$ cat config.mk
export PLATFORM = sky130hd
export DESIGN_NAME = rps_match_controller_flat
export DESIGN_NICKNAME = d
export VERILOG_FILES = /design/src/rtl/rps_match_if.sv /design/src/rtl/rps_match_controller.sv /design/src/flat_wrapper.sv
export SDC_FILE = /design/constraint.sdc
export NUM_CORES = 1
export LEC_CHECK = 0
export ABC_AREA = 0
export CAP_MARGIN = 10
export CORE_MARGIN = 5
export CORE_UTILIZATION = 53
export CTS_CLUSTER_SIZE = 24
export DETAILED_ROUTE_END_ITERATION = 8
export PLACE_DENSITY = 0.8
export SKIP_CTS_REPAIR_TIMING = 1
export SYNTH_ARGS = -nofsm -noshare
export SYNTH_HDL_FRONTEND = slang
export SYNTH_SLANG_ARGS = --single-unit
$ cat constraint.sdc
create_clock -name clk -period 2.5 [get_ports clk]
set_input_delay 0.5 -clock clk [delete_from_list [all_inputs] [get_ports clk]]
set_output_delay 0.5 -clock clk [all_outputs]
set_load 0.005 [all_outputs]
$ cat src/rtl/rps_match_if.sv
// Player handshakes, evaluator link and match status between the controller and its surroundings.
// The master modport is the controller side; slave is the player/evaluator/observer side.
interface rps_match_if;
  logic       match_start;
  logic       p1_valid;
  logic [1:0] p1_move;
  logic       p1_ready;
  logic       p2_valid;
  logic [1:0] p2_move;
  logic       p2_ready;
  logic       eval_start;
  logic [1:0] eval_p1_move;
  logic [1:0] eval_p2_move;
  logic [1:0] eval_winner;
  logic [2:0] eval_state;
  logic       round_valid;
  logic [1:0] round_result;
  logic [3:0] p1_score;
  logic [3:0] p2_score;
  logic [3:0] round_cnt;
  logic       match_done;
  logic [1:0] match_winner;
  logic       busy;

  modport master (
    input  match_start, p1_valid, p1_move, p2_valid, p2_move, eval_winner, eval_state,
    output p1_ready, p2_ready, eval_start, eval_p1_move, eval_p2_move,
           round_valid, round_result, p1_score, p2_score, round_cnt,
           match_done, match_winner, busy
  );

  modport slave (
    output match_start, p1_valid, p1_move, p2_valid, p2_move, eval_winner, eval_state,
    input  p1_ready, p2_ready, eval_start, eval_p1_move, eval_p2_move,
           round_valid, round_result, p1_score, p2_score, round_cnt,
           match_done, match_winner, busy
  );
endinterface

$ cat src/rtl/rps_match_controller.sv
// Best-of-N rock-paper-scissors match sequencer wrapped around a single-round evaluator.
// Collects both moves, runs the evaluator handshake (or forfeits on timeout), scores and ends the match.
module rps_match_controller #(
  parameter int unsigned ROUNDS_TO_WIN = 2,
  parameter int unsigned MAX_ROUNDS    = 9,
  parameter int unsigned MOVE_TIMEOUT  = 15
) (
  input  logic         clk,
  input  logic         reset,
  rps_match_if.master  bus
);

  localparam int unsigned CNT_W = 4;
  localparam int unsigned TMO_W = 8;

  localparam logic [CNT_W-1:0] CNT_SAT  = '1;
  localparam logic [CNT_W-1:0] WIN_TGT  = CNT_W'(ROUNDS_TO_WIN);
  localparam logic [CNT_W-1:0] ROUND_MX = CNT_W'(MAX_ROUNDS);
  localparam logic [TMO_W:0]   TMO_LIM  = (TMO_W+1)'(MOVE_TIMEOUT);
  localparam logic [2:0]       EV_IDLE  = 3'b000;
  localparam logic [2:0]       EV_EVAL  = 3'b001;

  typedef enum logic [2:0] {
    IDLE     = 3'd0,
    COLLECT  = 3'd1,
    EVAL_REQ = 3'd2,
    RELEASE  = 3'd3,
    SCORE    = 3'd4,
    DONE     = 3'd5
  } state_t;

  state_t           state;
  logic [TMO_W-1:0] tmo_cnt;
  logic             p1_got;
  logic             p2_got;
  logic [1:0]       win_q;

  logic             p1_take_c, p2_take_c, p1_has_c, p2_has_c, tmo_hit_c;
  logic [TMO_W:0]   tmo_inc_c;
  logic [1:0]       verdict_c;
  logic [CNT_W-1:0] p1_next_c, p2_next_c, cnt_next_c;

  // Acceptance, timeout and the scoring applied on SCORE entry (timeout forfeit or evaluator verdict)
  always_comb begin
    p1_take_c  = bus.p1_valid && bus.p1_ready;
    p2_take_c  = bus.p2_valid && bus.p2_ready;
    p1_has_c   = p1_got || p1_take_c;
    p2_has_c   = p2_got || p2_take_c;
    tmo_inc_c  = {1'b0, tmo_cnt} + (TMO_W+1)'(1);
    tmo_hit_c  = tmo_inc_c >= TMO_LIM;
    verdict_c  = (state == COLLECT) ? (p1_has_c ? 2'b01 : 2'b10) : win_q;
    p1_next_c  = bus.p1_score;
    p2_next_c  = bus.p2_score;
    cnt_next_c = bus.round_cnt;
    if (verdict_c == 2'b01 && bus.p1_score != CNT_SAT) p1_next_c = bus.p1_score + CNT_W'(1);
    if (verdict_c == 2'b10 && bus.p2_score != CNT_SAT) p2_next_c = bus.p2_score + CNT_W'(1);
    if (verdict_c != 2'b11 && bus.round_cnt != CNT_SAT) cnt_next_c = bus.round_cnt + CNT_W'(1);
  end

  always_ff @(posedge clk or posedge reset) begin
    if (reset) begin
      state            <= IDLE;
      tmo_cnt          <= '0;
      p1_got           <= 1'b0;
      p2_got           <= 1'b0;
      win_q            <= '0;
      bus.p1_ready     <= 1'b0;
      bus.p2_ready     <= 1'b0;
      bus.eval_start   <= 1'b0;
      bus.eval_p1_move <= '0;
      bus.eval_p2_move <= '0;
      bus.round_valid  <= 1'b0;
      bus.round_result <= '0;
      bus.p1_score     <= '0;
      bus.p2_score     <= '0;
      bus.round_cnt    <= '0;
      bus.match_done   <= 1'b0;
      bus.match_winner <= '0;
      bus.busy         <= 1'b0;
    end else begin
      bus.round_valid <= 1'b0;
      case (state)
        IDLE, DONE: begin
          if (bus.match_start) begin
            state            <= COLLECT;
            tmo_cnt          <= '0;
            p1_got           <= 1'b0;
            p2_got           <= 1'b0;
            bus.p1_ready     <= 1'b1;
            bus.p2_ready     <= 1'b1;
            bus.eval_p1_move <= '0;
            bus.eval_p2_move <= '0;
            bus.round_result <= '0;
            bus.p1_score     <= '0;
            bus.p2_score     <= '0;
            bus.round_cnt    <= '0;
            bus.match_done   <= 1'b0;
            bus.match_winner <= '0;
            bus.busy         <= 1'b1;
          end
        end
        COLLECT: begin
          if (p1_take_c) begin
            bus.eval_p1_move <= bus.p1_move;
            p1_got           <= 1'b1;
            bus.p1_ready     <= 1'b0;
          end
          if (p2_take_c) begin
            bus.eval_p2_move <= bus.p2_move;
            p2_got           <= 1'b1;
            bus.p2_ready     <= 1'b0;
          end
          if (p1_has_c && p2_has_c) begin
            state          <= EVAL_REQ;
            bus.eval_start <= 1'b1;
          end else if (tmo_hit_c) begin
            // A lone submitter wins by forfeit; with no moves at all the round is void
            tmo_cnt <= '0;
            if (p1_has_c || p2_has_c) begin
              state            <= SCORE;
              bus.p1_ready     <= 1'b0;
              bus.p2_ready     <= 1'b0;
              bus.round_valid  <= 1'b1;
              bus.round_result <= verdict_c;
              bus.p1_score     <= p1_next_c;
              bus.p2_score     <= p2_next_c;
              bus.round_cnt    <= cnt_next_c;
            end
          end else begin
            tmo_cnt <= tmo_inc_c[TMO_W-1:0];
          end
        end
        EVAL_REQ: begin
          if (bus.eval_state == EV_EVAL) begin
            win_q          <= bus.eval_winner;
            bus.eval_start <= 1'b0;
            state          <= RELEASE;
          end
        end
        RELEASE: begin
          if (bus.eval_state == EV_IDLE) begin
            state            <= SCORE;
            bus.round_valid  <= 1'b1;
            bus.round_result <= verdict_c;
            bus.p1_score     <= p1_next_c;
            bus.p2_score     <= p2_next_c;
            bus.round_cnt    <= cnt_next_c;
          end
        end
        SCORE: begin
          if (bus.p1_score == WIN_TGT || bus.p2_score == WIN_TGT || bus.round_cnt == ROUND_MX) begin
            state            <= DONE;
            bus.match_done   <= 1'b1;
            bus.busy         <= 1'b0;
            bus.match_winner <= (bus.p1_score == WIN_TGT) ? 2'b01 :
                                (bus.p2_score == WIN_TGT) ? 2'b10 : 2'b00;
          end else begin
            state            <= COLLECT;
            tmo_cnt          <= '0;
            p1_got           <= 1'b0;
            p2_got           <= 1'b0;
            bus.eval_p1_move <= '0;
            bus.eval_p2_move <= '0;
            bus.p1_ready     <= 1'b1;
            bus.p2_ready     <= 1'b1;
          end
        end
        default: state <= IDLE;
      endcase
    end
  end

endmodule

$ cat src/flat_wrapper.sv
// flat-port wrapper written by rule: the top's interface ports become plain ports
module rps_match_controller_flat 
#(
  parameter int unsigned ROUNDS_TO_WIN = 2,
  parameter int unsigned MAX_ROUNDS    = 9,
  parameter int unsigned MOVE_TIMEOUT  = 15
)
  (clk, reset, bus_match_start, bus_p1_valid, bus_p1_move, bus_p2_valid, bus_p2_move, bus_eval_winner, bus_eval_state, bus_p1_ready, bus_p2_ready, bus_eval_start, bus_eval_p1_move, bus_eval_p2_move, bus_round_valid, bus_round_result, bus_p1_score, bus_p2_score, bus_round_cnt, bus_match_done, bus_match_winner, bus_busy);
  rps_match_if bus_i ();
  input  logic clk;
  input  logic reset;
  input wire logic [$bits(bus_i.match_start)-1:0] bus_match_start;
  input wire logic [$bits(bus_i.p1_valid)-1:0] bus_p1_valid;
  input wire logic [$bits(bus_i.p1_move)-1:0] bus_p1_move;
  input wire logic [$bits(bus_i.p2_valid)-1:0] bus_p2_valid;
  input wire logic [$bits(bus_i.p2_move)-1:0] bus_p2_move;
  input wire logic [$bits(bus_i.eval_winner)-1:0] bus_eval_winner;
  input wire logic [$bits(bus_i.eval_state)-1:0] bus_eval_state;
  output wire logic [$bits(bus_i.p1_ready)-1:0] bus_p1_ready;
  output wire logic [$bits(bus_i.p2_ready)-1:0] bus_p2_ready;
  output wire logic [$bits(bus_i.eval_start)-1:0] bus_eval_start;
  output wire logic [$bits(bus_i.eval_p1_move)-1:0] bus_eval_p1_move;
  output wire logic [$bits(bus_i.eval_p2_move)-1:0] bus_eval_p2_move;
  output wire logic [$bits(bus_i.round_valid)-1:0] bus_round_valid;
  output wire logic [$bits(bus_i.round_result)-1:0] bus_round_result;
  output wire logic [$bits(bus_i.p1_score)-1:0] bus_p1_score;
  output wire logic [$bits(bus_i.p2_score)-1:0] bus_p2_score;
  output wire logic [$bits(bus_i.round_cnt)-1:0] bus_round_cnt;
  output wire logic [$bits(bus_i.match_done)-1:0] bus_match_done;
  output wire logic [$bits(bus_i.match_winner)-1:0] bus_match_winner;
  output wire logic [$bits(bus_i.busy)-1:0] bus_busy;
  assign bus_i.match_start = bus_match_start;
  assign bus_i.p1_valid = bus_p1_valid;
  assign bus_i.p1_move = bus_p1_move;
  assign bus_i.p2_valid = bus_p2_valid;
  assign bus_i.p2_move = bus_p2_move;
  assign bus_i.eval_winner = bus_eval_winner;
  assign bus_i.eval_state = bus_eval_state;
  assign bus_p1_ready = bus_i.p1_ready;
  assign bus_p2_ready = bus_i.p2_ready;
  assign bus_eval_start = bus_i.eval_start;
  assign bus_eval_p1_move = bus_i.eval_p1_move;
  assign bus_eval_p2_move = bus_i.eval_p2_move;
  assign bus_round_valid = bus_i.round_valid;
  assign bus_round_result = bus_i.round_result;
  assign bus_p1_score = bus_i.p1_score;
  assign bus_p2_score = bus_i.p2_score;
  assign bus_round_cnt = bus_i.round_cnt;
  assign bus_match_done = bus_i.match_done;
  assign bus_match_winner = bus_i.match_winner;
  assign bus_busy = bus_i.busy;
  rps_match_controller #(.ROUNDS_TO_WIN(ROUNDS_TO_WIN), .MAX_ROUNDS(MAX_ROUNDS), .MOVE_TIMEOUT(MOVE_TIMEOUT)) u_core (.clk(clk), .reset(reset), .bus(bus_i));
endmodule
==> results_dict.tcl <==
set metrics [dict create \
    outcome "complete, no violations" \
    antenna_found_initial 0 \
    slowest_stage "dfrtp_1" \
    grt_max_degree 42 \
    cp_max_fo 9 \
    top_layer "met4" \
    clockBufferDepth 2 \
    yosysSeqAreaShare 0.4359 \
    synth_nets 260 \
    numCtsBuffers 5 \
    die_w_um 76.64 \
    clock_latency_ns 0.30 \
    wirelength_um 5682 \
    drt-met1-wl_um 2637 \
    drc 0 \
    cp_num_buf_inv 1 \
    hold_path.class "reg2reg" \
    met3_length_um 277 \
    place_hpwl_um 4227 \
    finalSetupViolCount 0 \
    grt_pass1_wl_um 9459 \
    area_delta_synth_final_pct 26.79 \
    netSwitchingFraction 0.4118 \
    initial_utilization 0.5443 \
    fmax_ghz 0.4289 \
    fin_nets 314 \
    crit_type "reg2reg" \
    cp_cell_sequence "buf_4 -> ha_1 -> nor2b_1 -> a311oi_2 -> nand3_2 -> o21ai_0 -> mux2_2" \
    grt_overflow 0 \
    grt_pass1_vias 2018 \
    viasPerCell 5.954 \
    synth.avg_cell_area_um2 9.889 \
    die_y_um 76.64 \
    max_stage_delay_ns 0.38 \
    wl_met2_um 2663 \
    grt_setup_unrepaired "no" \
    globalplace.congestion 0.8454 \
    period_share 0.9327 \
    dr_total_vias 2054 \
    fin_setup_tns_ns 0 \
    p_leak_nw 1.371 \
    fp.dieArea_mm2 0.005873 \
    ys.warnings.count 0 \
    path_clk_slew_ns 0.08 \
    p_sw_mw 1.436 \
    slew_headroom 0.6404 \
    finalHoldViolCount 0 \
    cts-htree-levels 2 \
    firstDrtPassIters 4 \
    design.portCount 40 \
    synth-seq-cells 41 \
    drive_gt1_frac 0.1502 \
    power_density_mw_per_mm2 1168 \
    synth_top_flop_cell "dfrtp_1" \
    drt_iter0_drc 98 \
    io_buffers 39 \
    worst_ep_arrival_time_ns 2.51 \
    tritoncts "done" \
    cts.sinks 41 \
    worstSetupEndpointType "flip-flop" \
    timing.hold.ws_ns 0.4753 \
    track_usage 0.1984 \
    worstMarginPinSlew_ns 0.5382 \
    peakVddDrop_v 0.0006647 \
    num_rows 24 \
    netlist_area_mm2 0.002354 \
    cp_top_family "compound AO/OA/AOI/OAI gates" \
    cp-start-kind "flip-flop" \
    worstPathRequired_ns 2.68 \
    seqPwrFrac 0.313 \
    drv_slew 0 \
    clkPwrFrac 0.119 \
    postRouteAntennaNets 0 \
    period_minus_slack_ns 2.332 \
    cts-root-buf "clkbuf_8" \
    p_comb_frac 0.568 \
    coreArea_mm2 0.004324 \
    maxCapViolations 0 \
    synth_edf_count 0 \
    postSynthCellCount 238 \
    ys_types 58 \
    final.setup_skew_ns 0.005443 \
    wl_per_cell_um 16.47 \
    internal-power_mw 2.051 \
    n_antenna_cell 0 \
    ys_async_sr_fraction 1.000 \
]
## cells in the mapped netlist, types with 3 or more instances
cell type | count | area [um2]
and3b_1 | 3 | 26.28
nand3_1 | 8 | 40.04
a32o_1 | 3 | 30.03
buf_2 | 4 | 20.02
mux2_2 | 8 | 90.09
o21ai_0 | 8 | 40.04
a22o_1 | 7 | 61.31
o311ai_0 | 3 | 26.28
mux2i_1 | 4 | 40.04
a21o_1 | 5 | 37.54
nor2_1 | 18 | 67.56
nand2b_1 | 7 | 43.79
dfrtp_1 | 41 | 1026
nand4_1 | 4 | 25.02
and2_1 | 5 | 31.28
nor3_1 | 6 | 30.03
a211oi_1 | 3 | 22.52
o31ai_1 | 4 | 30.03
inv_1 | 10 | 37.54
clkbuf_1 | 3 | 11.26
a21oi_1 | 9 | 45.04
ha_1 | 8 | 100.1
a31oi_1 | 3 | 18.77
nor2b_1 | 3 | 18.77
nand2_1 | 16 | 60.06
nor3b_1 | 3 | 22.52
## tightest hold or removal path: cells and delay by family (launching register included)
| kind | cells | cell delay, ns |
|---|---|---|
| flops | 1 | 0.35 |
| simple gates | 2 | 0.10 |
## area by class of cell
type	count	area (um2)
inverters	10	37.54
multi-input cells	177	1247
flip-flops and latches	41	1026
well taps	52	65.06
repair buffers	57	525.5
clock inverters	2	10.01
fillers	344	1340
clock buffers	6	72.57
## path summary, 6_finish.rpt
path / endpoint / slack (ns) / startpoint / cells after the start
worst min register to register: u_core.bus.busy / 0.48 / u_core.bus.busy / 2
worst min-delay path: u_core.bus.busy / 0.48 / u_core.bus.busy / 2
min in group asynchronous: u_core.tmo_cnt[4] / 0.63 / reset / 3
worst max-delay path: u_core.state[2] / 0.17 / u_core.tmo_cnt[0] / 7
max in group asynchronous: u_core.bus.p2_ready / 1.52 / reset / 3
worst max register to register: u_core.state[2] / 0.17 / u_core.tmo_cnt[0] / 7
## layer usage
| metal | vias up | GRT usage |
|---|---|---|
| li1 | 998 | - |
| met1 | 988 | 0.2658 |
| met2 | 58 | 0.3125 |
| met3 | 10 | 0.04492 |
| met4 | 0 | 0.07343 |
| met5 | - | 0 |
## cells by family (layout without fill, tap and decap cells)
logic type / count (synthesis) / after routing / synth area share
xor gates and xnor gates: 2 / 2 / 0.007444
and+or+nand+nor: 91 / 91 / 0.2148
adders and majority gates: 8 / 8 / 0.04253
muxes: 12 / 12 / 0.05529
buffers and inverters: 20 / 75 / 0.03721
DFF: 41 / 41 / 0.4359
AOI/OAI and AO/OA: 64 / 64 / 0.2068
## cells in the final DEF, fill, tap and decap left out, types with 8 or more instances in the layout
master / n
mux2_2: 8
dfrtp_1: 41
o21ai_0: 8
nand3_1: 8
a21oi_1: 9
nand2_1: 16
ha_1: 8
nor2_1: 18
clkdlybuf4s50_1: 39
inv_1: 10
buf_4: 18
## stage by stage
| stage | total power, mW | instance area, um2 | std cells | util | setup WS, ns |
|---|---|---|---|---|---|
| floorplan | 2.230 | 2354 | 238 | - | 0.2459 |
| global placement | 2.977 | 2894 | 337 | 0.6693 | 0.1377 |
| detailed placement | 3.039 | 2894 | 337 | 0.6693 | 0.05284 |
| CTS | 3.470 | 2977 | 345 | 0.6884 | 0.08909 |
| global route | 3.739 | 2984 | 345 | 0.6901 | 0.06213 |
| finish | 3.487 | 2984 | 345 | 0.6901 | 0.1683 |
## registers in the layout (all words and copies together), names as in the netlist, 2 cells and up
signal                   cells
u_core.bus.match_winner      2
u_core.state                 3
u_core.bus.eval_p2_move      2
u_core.tmo_cnt               8
u_core.bus.eval_p1_move      2
u_core.bus.p2_score          4
u_core.win_q                 2
u_core.bus.round_cnt         4
u_core.bus.round_result      2
u_core.bus.p1_score          4
## power groups by stage
stage | registers, mW | clock network (mW) | logic (mW)
floorplan | 1.07 | 0 | 1.16
global placement | 1.09 | 0 | 1.89
detailed placement | 1.10 | 0 | 1.94
CTS | 1.09 | 0.427 | 1.96
global route | 1.13 | 0.454 | 2.16
finish | 1.09 | 0.414 | 1.98
Note: power is estimated with default switching activity, not from simulation.
